File: src/rtl/uart_rx_frame_ctrl.sv
module uart_rx_frame_ctrl #(
  parameter int CLKS_PER_BIT = 10,
  parameter int DATA_BITS    = 8
) (
  input  logic                 clk,
  input  logic                 n_rst,
  input  logic                 serial_in,
  input  logic [DATA_BITS:0]   packet_data,
  input  logic                 data_read,
  output logic                 shift_strobe,
  output logic [DATA_BITS-1:0] rx_data,
  output logic                 data_ready,
  output logic                 overrun_error,
  output logic                 framing_error,
  output logic                 busy
);

  localparam int H  = CLKS_PER_BIT / 2;
  localparam int TW = $clog2(CLKS_PER_BIT);
  localparam int CW = $clog2(DATA_BITS + 2);

  typedef enum logic [1:0] {
    IDLE,
    START_CHK,
    SAMPLE,
    CHECK
  } state_t;

  state_t          state_q, state_d;
  logic [TW-1:0]   timer_q, timer_d;
  logic [CW-1:0]   cnt_q, cnt_d;
  logic            sync1_q, sync2_q, hist_q;
  logic            start_edge;
  logic            start_ok;

  always_ff @(posedge clk or negedge n_rst) begin
    if (!n_rst) begin
      sync1_q <= 1'b1;
      sync2_q <= 1'b1;
      hist_q  <= 1'b1;
    end else begin
      sync1_q <= serial_in;
      sync2_q <= sync1_q;
      hist_q  <= sync2_q;
    end
  end

  assign start_edge = hist_q & ~sync2_q;

  always_ff @(posedge clk or negedge n_rst) begin
    if (!n_rst) begin
      state_q <= IDLE;
      timer_q <= '0;
      cnt_q   <= '0;
    end else begin
      state_q <= state_d;
      timer_q <= timer_d;
      cnt_q   <= cnt_d;
    end
  end

  always_comb begin
    state_d      = state_q;
    timer_d      = timer_q;
    cnt_d        = cnt_q;
    shift_strobe = 1'b0;
    start_ok     = 1'b0;
    busy         = (state_q != IDLE);
    case (state_q)
      IDLE: begin
        if (start_edge) begin
          state_d = START_CHK;
          timer_d = '0;
          cnt_d   = '0;
        end
      end
      START_CHK: begin
        if (timer_q == TW'(H - 1)) begin
          timer_d = '0;
          if (!sync2_q) begin
            state_d  = SAMPLE;
            start_ok = 1'b1;
          end else begin
            state_d = IDLE;
          end
        end else begin
          timer_d = timer_q + 1'b1;
        end
      end
      SAMPLE: begin
        if (timer_q == TW'(CLKS_PER_BIT - 1)) begin
          shift_strobe = 1'b1;
          timer_d      = '0;
          cnt_d        = cnt_q + 1'b1;
          if (cnt_q == CW'(DATA_BITS)) begin
            state_d = CHECK;
          end
        end else begin
          timer_d = timer_q + 1'b1;
        end
      end
      CHECK: begin
        state_d = IDLE;
      end
      default: begin
        state_d = IDLE;
      end
    endcase
  end

  // Host read is applied first so that a same-cycle CHECK load overrides it.
  always_ff @(posedge clk or negedge n_rst) begin
    if (!n_rst) begin
      rx_data       <= '0;
      data_ready    <= 1'b0;
      overrun_error <= 1'b0;
      framing_error <= 1'b0;
    end else begin
      if (data_read && data_ready) begin
        data_ready    <= 1'b0;
        overrun_error <= 1'b0;
      end
      if (start_ok) begin
        framing_error <= 1'b0;
      end
      if (state_q == CHECK) begin
        if (packet_data[DATA_BITS]) begin
          rx_data    <= packet_data[DATA_BITS-1:0];
          data_ready <= 1'b1;
          if (data_ready && !data_read) begin
            overrun_error <= 1'b1;
          end
        end else begin
          framing_error <= 1'b1;
        end
      end
    end
  end

endmodule

File: config.mk
export PLATFORM = sky130hd
export DESIGN_NAME = uart_rx_frame_ctrl
export DESIGN_NICKNAME = d
export VERILOG_FILES = /design/src/rtl/uart_rx_frame_ctrl.sv
export SDC_FILE = /design/constraint.sdc
export NUM_CORES = 1
export LEC_CHECK = 0
export CAP_MARGIN = 15
export CORE_AREA = 3 3 76 49
export DETAILED_ROUTE_END_ITERATION = 8
export DIE_AREA = 0 0 79 52
export PLACE_DENSITY = 0.66
export SYNTH_ARGS = -nofsm -noshare
export SYNTH_HDL_FRONTEND = slang
export SYNTH_SLANG_ARGS = --single-unit
export TNS_END_PERCENT = 50
File: constraint.sdc
create_clock -name clk -period 2.9 [get_ports clk]
set_input_delay 0.29 -clock clk [delete_from_list [all_inputs] [get_ports clk]]
set_output_delay 0.29 -clock clk [all_outputs]
set_load 0.02 [all_outputs]
# Word level (Yosys, flattened, before mapping)
# Cells that the tools add are included.
[word_totals]
latchBits = 0
elab_cells = 62
ff_bits = 24
ramBits = 0
inputBits = 13
mem_bits_ro = 0
mem_count = 0
[op_classes]
eq_ne = 10
shift = 0
addsub = 2
mul = 0
muxes = 27
div = 0
n_lt_le_gt_ge = 0
reduce_logical = 11
bitwise_logic = 2
[ops]
columns = ["op", "count"]
rows = [
  ["2-to-1 mux 4 bit", 4],
  ["2-to-1 mux 1 bit", 15],
  ["case mux 4 bit (3 select lines)", 1],
  ["2-to-1 mux 2 bit", 5],
  ["adder 4 x 1 -> 4 bit, second input constant", 2],
  ["equality test 4 bit, second input constant", 2],
  ["inequality test 2 bit, second input constant", 4],
  ["case mux 2 bit (4 select lines)", 1],
  ["case mux 4 bit (2 select lines)", 1],
  ["equality test 2 bit, second input constant", 2],
  ["equality test 4 x 3 -> 1 bit, second input constant", 1],
  ["AND reduction 2 bit", 2],
  ["AND reduction 4 bit", 1],
  ["nonzero test 2 bit", 2],
  ["AND reduction 3 bit", 1],
  ["nonzero test 3 bit", 1],
  ["equality test 2 x 1 -> 1 bit, second input constant", 1],
  ["logical AND 1 bit", 2],
  ["zero test 2 bit", 1],
  ["AND 1 bit", 1],
  ["zero test 1 bit", 1],
  ["inverter 1 bit", 1],
]

# Depth between registers and ports, before layout
# Gate-level depths: netlist of the first run.
[logic_depth]
depth_word = 6
mapped_depth = 7
depth_no_buf = 6

# Worst setup path before layout of the first run
# No wires, ideal clock.
[synth_timing]
kind = "register to register"
from = "register state_q[0]"
to = "register with a tool-made name"
arrival_time_ns = 1.634
setup_ns = 0.104
setup_slack_ns = 1.163
period_less_slack_ns = 1.737
stages_incl_launch_ff = 8
path_cell_list = "dfrtp_1 > inv_1 > ha_1 > buf_6 > and4bb_4 > or3_4 > a41o_1 > o41ai_2"
[synth_lines]
columns = ["item", "line", "text"]
rows = [
  ["start: declaration", "29", "state_t state_q, state_d;"],
  ["start signal: assignment", "56", "state_q <= state_d;"],
]

# Worst setup path after layout of the first run
[layout_timing]
from = "register state_q[0]"
to = "output shift_strobe"
[layout_between]
elab_chain_cells = 2
[layout_lines]
columns = ["item", "line", "text"]
rows = [
  ["equality test 2 bit", "69", "case (state_q)"],
  ["2-to-1 mux 1 bit", "69", ""],
  ["end: declaration", "10", "output logic shift_strobe,"],
]
# No other way between the ends.

==> results of run 1 <==
## registers in the layout, summed over array words and instances (netlist names), named ones only
signal / flops
rx_data: 8
cnt_q: 4
timer_q: 4
data_ready: 1
framing_error: 1
hist_q: 1
state_q: 1
sync1_q: 1
sync2_q: 1
## metal layers
layer	GRT usage	part of all wire
met5	0	0
met4	0.0257	0
met3	0.0363	0.031
met2	0.204	0.48
met1	0.184	0.49
## kinds of logic (layout without fill, tap and decap cells)
family | after synthesis | in the layout | synth area share
and+or+nand+nor | 22 | 22 | 0.135
adders and majority gates | 11 | 11 | 0.108
muxes | 13 | 13 | 0.112
AOI/OAI and AO/OA | 23 | 23 | 0.126
DFF | 24 | 24 | 0.472
buffers and inverters | 14 | 43 | 0.0469
## synthesized netlist by cell type
cell	count	area (um^2)
a41o_1	1	10.0
and2_1	1	6.26
a21boi_1	2	15.0
nor4bb_4	1	25.0
a31oi_1	1	6.26
and4bb_4	1	16.3
and3b_1	1	8.76
dfstp_2	3	78.8
mux2_2	9	101
nand3_1	3	15.0
dfrtp_1	21	526
mux2_1	2	22.5
o21ai_1	2	10.0
mux2i_1	2	20.0
o21ai_0	3	15.0
nand4_1	1	6.26
nand2_1	6	22.5
nor2_1	2	7.51
o22ai_1	2	12.5
a21oi_1	5	25.0
a22o_1	5	43.8
or3_4	1	11.3
buf_6	1	11.3
nand3b_1	1	7.51
inv_1	13	48.8
o31ai_1	1	7.51
ha_1	11	138
nand2b_1	2	12.5
nand3_2	1	10.0
nor4b_4	1	23.8
o41ai_2	1	16.3
## power by group through the flow
stage | combinational, mW | sequential (mW) | clock [mW]
after floorplan | 0.412 | 0.580 | 0
after global placement | 0.742 | 0.499 | 0
after detailed placement | 0.764 | 0.504 | 0
after CTS | 0.770 | 0.498 | 0.299
after global routing | 0.831 | 0.510 | 0.315
final | 0.766 | 0.499 | 0.291
## metrics by stage
step                      hold slack (ps)  total power [mW]  area (um^2)
after floorplan                     -5.59             0.993         1280
after global placement                350              1.24         1580
after detailed placement              351              1.27         1580
after CTS                             364              1.57         1650
after global routing                  368              1.66         1650
final                                 363              1.56         1650
## worst reg2reg max path: cells and delay by family, from the launching register on
family / cells / cell delay [ps]
simple gates: 3 / 710
flops: 1 / 450
fa+ha+maj: 1 / 370
mux: 1 / 210
buf+inv: 1 / 180
## how the worst max path moves through the flow
stage,to,slack [ps],cells past startpoint
floorplan,register,1160,7
global placement,shift_strobe,930,4
detailed placement,shift_strobe,860,4
CTS,shift_strobe,570,4
global route,shift_strobe,460,4
finish,shift_strobe,570,4
## final cells by class
type,count,area share
sequential,24,0.365
multi-input combinational,69,0.372
clock buffer,3,0.0250
clock inverter,1,0.0182
tap,45,0.0340
timing repair buffer,26,0.156
inverter,13,0.0295
==> results.json, run 1 <==
{
  "critPathBufInv": 2,
  "crit_start": "state_q[0]",
  "start_util": 0.405,
  "outcome": "complete, no violations",
  "max_slew_margin": 0.677,
  "syn_area_um2": 1280,
  "clock_latency_ps": 260,
  "dr.pass1.iters": 4,
  "first_iter_violations": 28,
  "critPathMaxFanout": 10,
  "max-vdd-ir-drop_mv": 0.395,
  "cts-resized-gates": 0,
  "r2r_slack_ps": 890,
  "regArea_um2": 604,
  "dp_cells": 177,
  "internal_power_mw": 0.982,
  "port_buffers": 25,
  "gp_congestion": 0.856,
  "cts_tree": "done",
  "yosysWarnings": 0,
  "setup_viol": 0,
  "grt_pass1_wl_mm": 4.14,
  "mostFrequentLayoutCells": "clkdlybuf4s50_1 (25), dfrtp_1 (21), inv_1 (13)",
  "routedWlPerCell_um": 13.6,
  "maxSlewViolCount": 0,
  "cp-end-kind": "primary output",
  "critPathKind": "register to primary output",
  "antenna_found_initial": 0,
  "path_clk_slew_ps": 80,
  "finalHoldViolCount": 0,
  "cts_made_buffers": 3,
  "layout_commonest_cell": "clkdlybuf4s50_1",
  "nFillCells": 290,
  "synth-seq-cells": 24,
  "p_seq_frac": 0.321,
  "grt_pass1_vias": 876,
  "holdCritStartpoint": "sync1_q",
  "cts_hold_buf": 0,
  "arrival_ps": 2040,
  "fin_crit_sh": 0.803,
  "via_count": 883,
  "r2r-end": "state_q[0]",
  "post-route-drc-count": 0,
  "diodes": 0,
  "numClockSinks": 24,
  "routed_via_density": 4.88,
  "die_w_um": 79,
  "ys_seq_area_frac": 0.472,
  "grt_max_degree": 25,
  "drive_above_1_share": 0.169,
  "cp_slowest_stage_delay_ps": 590,
  "row_count": 16,
  "layoutNonFillerInstCount": 181,
  "cpMaxStageDelayCell": "clkdlybuf4s50_1",
  "hold_path.class": "register to register",
  "grt_use_total": 0.131,
  "multi_input_area_um2": 616,
  "cp_cell_sequence": "inv_1, ha_1, and2_1, clkdlybuf4s50_1",
  "grt_setup_unrepaired": "no",
  "cp_top_family": "buffers and inverters",
  "core_area_um2": 3160,
  "h-tree-depth": 1,
  "p_comb_frac": 0.492,
  "setup_slack_ps": 571,
  "drt-total-wl_mm": 2.46,
  "finalCoreUtilization": 0.523,
  "die-area_um2": 4110,
  "netlist_instances": 107,
  "cp.required_ps": 2610,
  "cts_max_path_buffers": 2,
  "switching_power_mw": 0.573,
  "power_density_nw_per_um2": 940,
  "holdPathStages": 0,
  "dp_hpwl_mm": 1.92,
  "nNetsFinal": 161,
  "sw_frac_of_total": 0.368,
  "die_h_um": 52,
  "ff2ff_path_depth": 6,
  "finalSetupTns_ps": 0,
  "io_pins": 26,
  "clockPowerShare": 0.187,
  "syn_nets": 131,
  "tightestPinTransition_ps": 484,
  "min_period_ps": 2330,
  "ys_types": 31,
  "clockRootBuffer": "clkbuf_8",
  "min_to": "sync2_q",
  "area_growth_pct": 29.2,
  "p_leak_nw": 0.720,
  "r2r-start": "state_q[0]",
  "grt-ovfl-total": 0,
  "finClkSkew_ps": 1.97,
  "synth_area_per_cell_um2": 12.0,
  "post-cts-setup-buffers": 0,
  "antenna_left": 0,
  "max_freq_ghz": 0.429,
  "start_kind": "register",
  "maxCapViolations": 0,
  "place_ws_ps": 863
}
(Power assumes the default switching activity.)
==> run 2: changes to the inputs <==
Settings changed: PLACE_DENSITY 0.66 to 0.68.
Clock period 2.9 ns to 1.89 ns, I/O delays scaled along.
==> run 2 against run 1 <==
Via count up 1.1%. Flip-flop and latch count unchanged. Sequential power up 51%. Sequential share of layout area down 0.25 points. Core utilization up 0.36 points. Clock power up 22%. Combinational power up 58%.
==> results.json, run 2 (same netlist as run 1, synthesis figures left out) <==
{
  "outcome": "complete, no violations",
  "grt_pass1_vias": 888,
  "antenna_found_initial": 0,
  "routedWlPerCell_um": 13.9,
  "die-area_um2": 4110,
  "row_count": 16,
  "first_iter_violations": 50,
  "cts_max_path_buffers": 2,
  "cts_made_buffers": 3,
  "start_kind": "register",
  "via_count": 893,
  "mostFrequentLayoutCells": "clkdlybuf4s50_1 (23), dfrtp_1 (21), inv_1 (13)",
  "dpl-instance-area_um2": 1610,
  "post-cts-setup-buffers": 0,
  "antenna_left": 0,
  "cts_tree": "done",
  "p_leak_nw": 0.736,
  "top_register": "rx_data",
  "dp_hpwl_mm": 2.04,
  "arrival_ps": 1590,
  "multi_input_area_um2": 619,
  "max_freq_ghz": 0.563,
  "nNetsFinal": 165,
  "path_clk_slew_ps": 80,
  "nFillCells": 284,
  "grt_pass1_wl_mm": 4.24,
  "critPathMaxFanout": 7,
  "layoutNonFillerInstCount": 185,
  "clockRootBuffer": "clkbuf_8",
  "setup_viol": 0,
  "layout_commonest_cell": "clkdlybuf4s50_1",
  "area_growth_pct": 30.1,
  "dr.pass1.iters": 4,
  "power_density_nw_per_um2": 1390,
  "die_h_um": 52,
  "gp_congestion": 0.762,
  "hold_path.class": "primary input to async pin",
  "regArea_um2": 604,
  "cp.required_ps": 1700,
  "reg.largest.list": "rx_data: 8 flops, cnt_q: 4 flops, timer_q: 4 flops",
  "die_w_um": 79,
  "numClockSinks": 24,
  "cp-end-kind": "primary output",
  "largest_register_ffs": 8,
  "post-route-drc-count": 0,
  "grt_max_degree": 25,
  "critPathKind": "register to primary output",
  "clock_latency_ps": 270,
  "max_slew_margin": 0.674,
  "routed_via_density": 4.83,
  "cts_hold_buf": 0,
  "grt_use_total": 0.137,
  "drive_above_1_share": 0.207,
  "grt-ovfl-total": 0,
  "finalSetupTns_ps": 0,
  "maxCapViolations": 0,
  "finalHoldViolCount": 0,
  "fin_crit_sh": 0.940,
  "core_area_um2": 3160,
  "finish.instance_area_um2": 1670,
  "h-tree-depth": 1,
  "dp_cells": 181,
  "start_util": 0.405,
  "min_period_ps": 1780,
  "finalCoreUtilization": 0.527,
  "r2r_slack_ps": 130,
  "finClkSkew_ps": 1.91,
  "max-vdd-ir-drop_mv": 0.769,
  "port_buffers": 25,
  "maxSlewViolCount": 0,
  "io_pins": 26,
  "diodes": 0,
  "grt_setup_unrepaired": "no",
  "power_mw": 2.32,
  "tightestPinTransition_ps": 484,
  "drt-total-wl_mm": 2.57
}
## run 2: path summary, 6_finish.rpt
| path | from | to | cells after the start |
|---|---|---|---|
| max | state_q[0] | busy | 5 |
| min | n_rst | async pin | 2 |
| max reg2reg | register | register | 6 |
| min reg2reg | sync1_q | sync2_q | 0 |
| max in group asynchronous | n_rst | sync1_q | 2 |
| min in group clk | serial_in | sync1_q | 1 |
## run 2: critical path: stages, from the launching register on
cell and delay, ps:
dfrtp_1 410, inv_1 100, buf_4 140, ha_1 290
inv_1 60, dlygate4sd2_1 320
## run 2: area by class of cell
type / instances / share of cell area
Multi-Input combinational cell: 69 / 0.372
Inverter: 13 / 0.0293
Timing Repair Buffer: 30 / 0.169
Sequential cell: 24 / 0.363
Clock buffer: 4 / 0.0331
Tap cell: 45 / 0.0338
## run 2: metrics by stage
step | hold WS [ps] | setup WS, ps
final | 271 | 113
after global routing | 302 | 11.1
after CTS | 284 | 28.9
after detailed placement | 351 | 64.3
after global placement | 347 | 127
after floorplan | -107 | 153
## run 2: per-layer routing
| layer | part of all wire | vias to the layer above | GRT usage |
|---|---|---|---|
| met1 | 0.50 | 434 | 0.186 |
| met2 | 0.46 | 10 | 0.205 |
| met4 | 0.011 | 0 | 0.0486 |
| li1 | - | 445 | - |
| met5 | 0 | - | 0 |
| met3 | 0.027 | 4 | 0.0450 |
## run 2: report_power, final
part / switching [mW] / total [mW] / internal (mW)
Sequential: 0.0906 / 0.755 / 0.664
Combinational: 0.631 / 1.21 / 0.584
Clock: 0.168 / 0.354 / 0.186
## run 2: timing repair
action	4_1_cts	5_1_grt
resized for setup	2	3
setup endpoints to repair	2	2
hold endpoints to repair	0	0
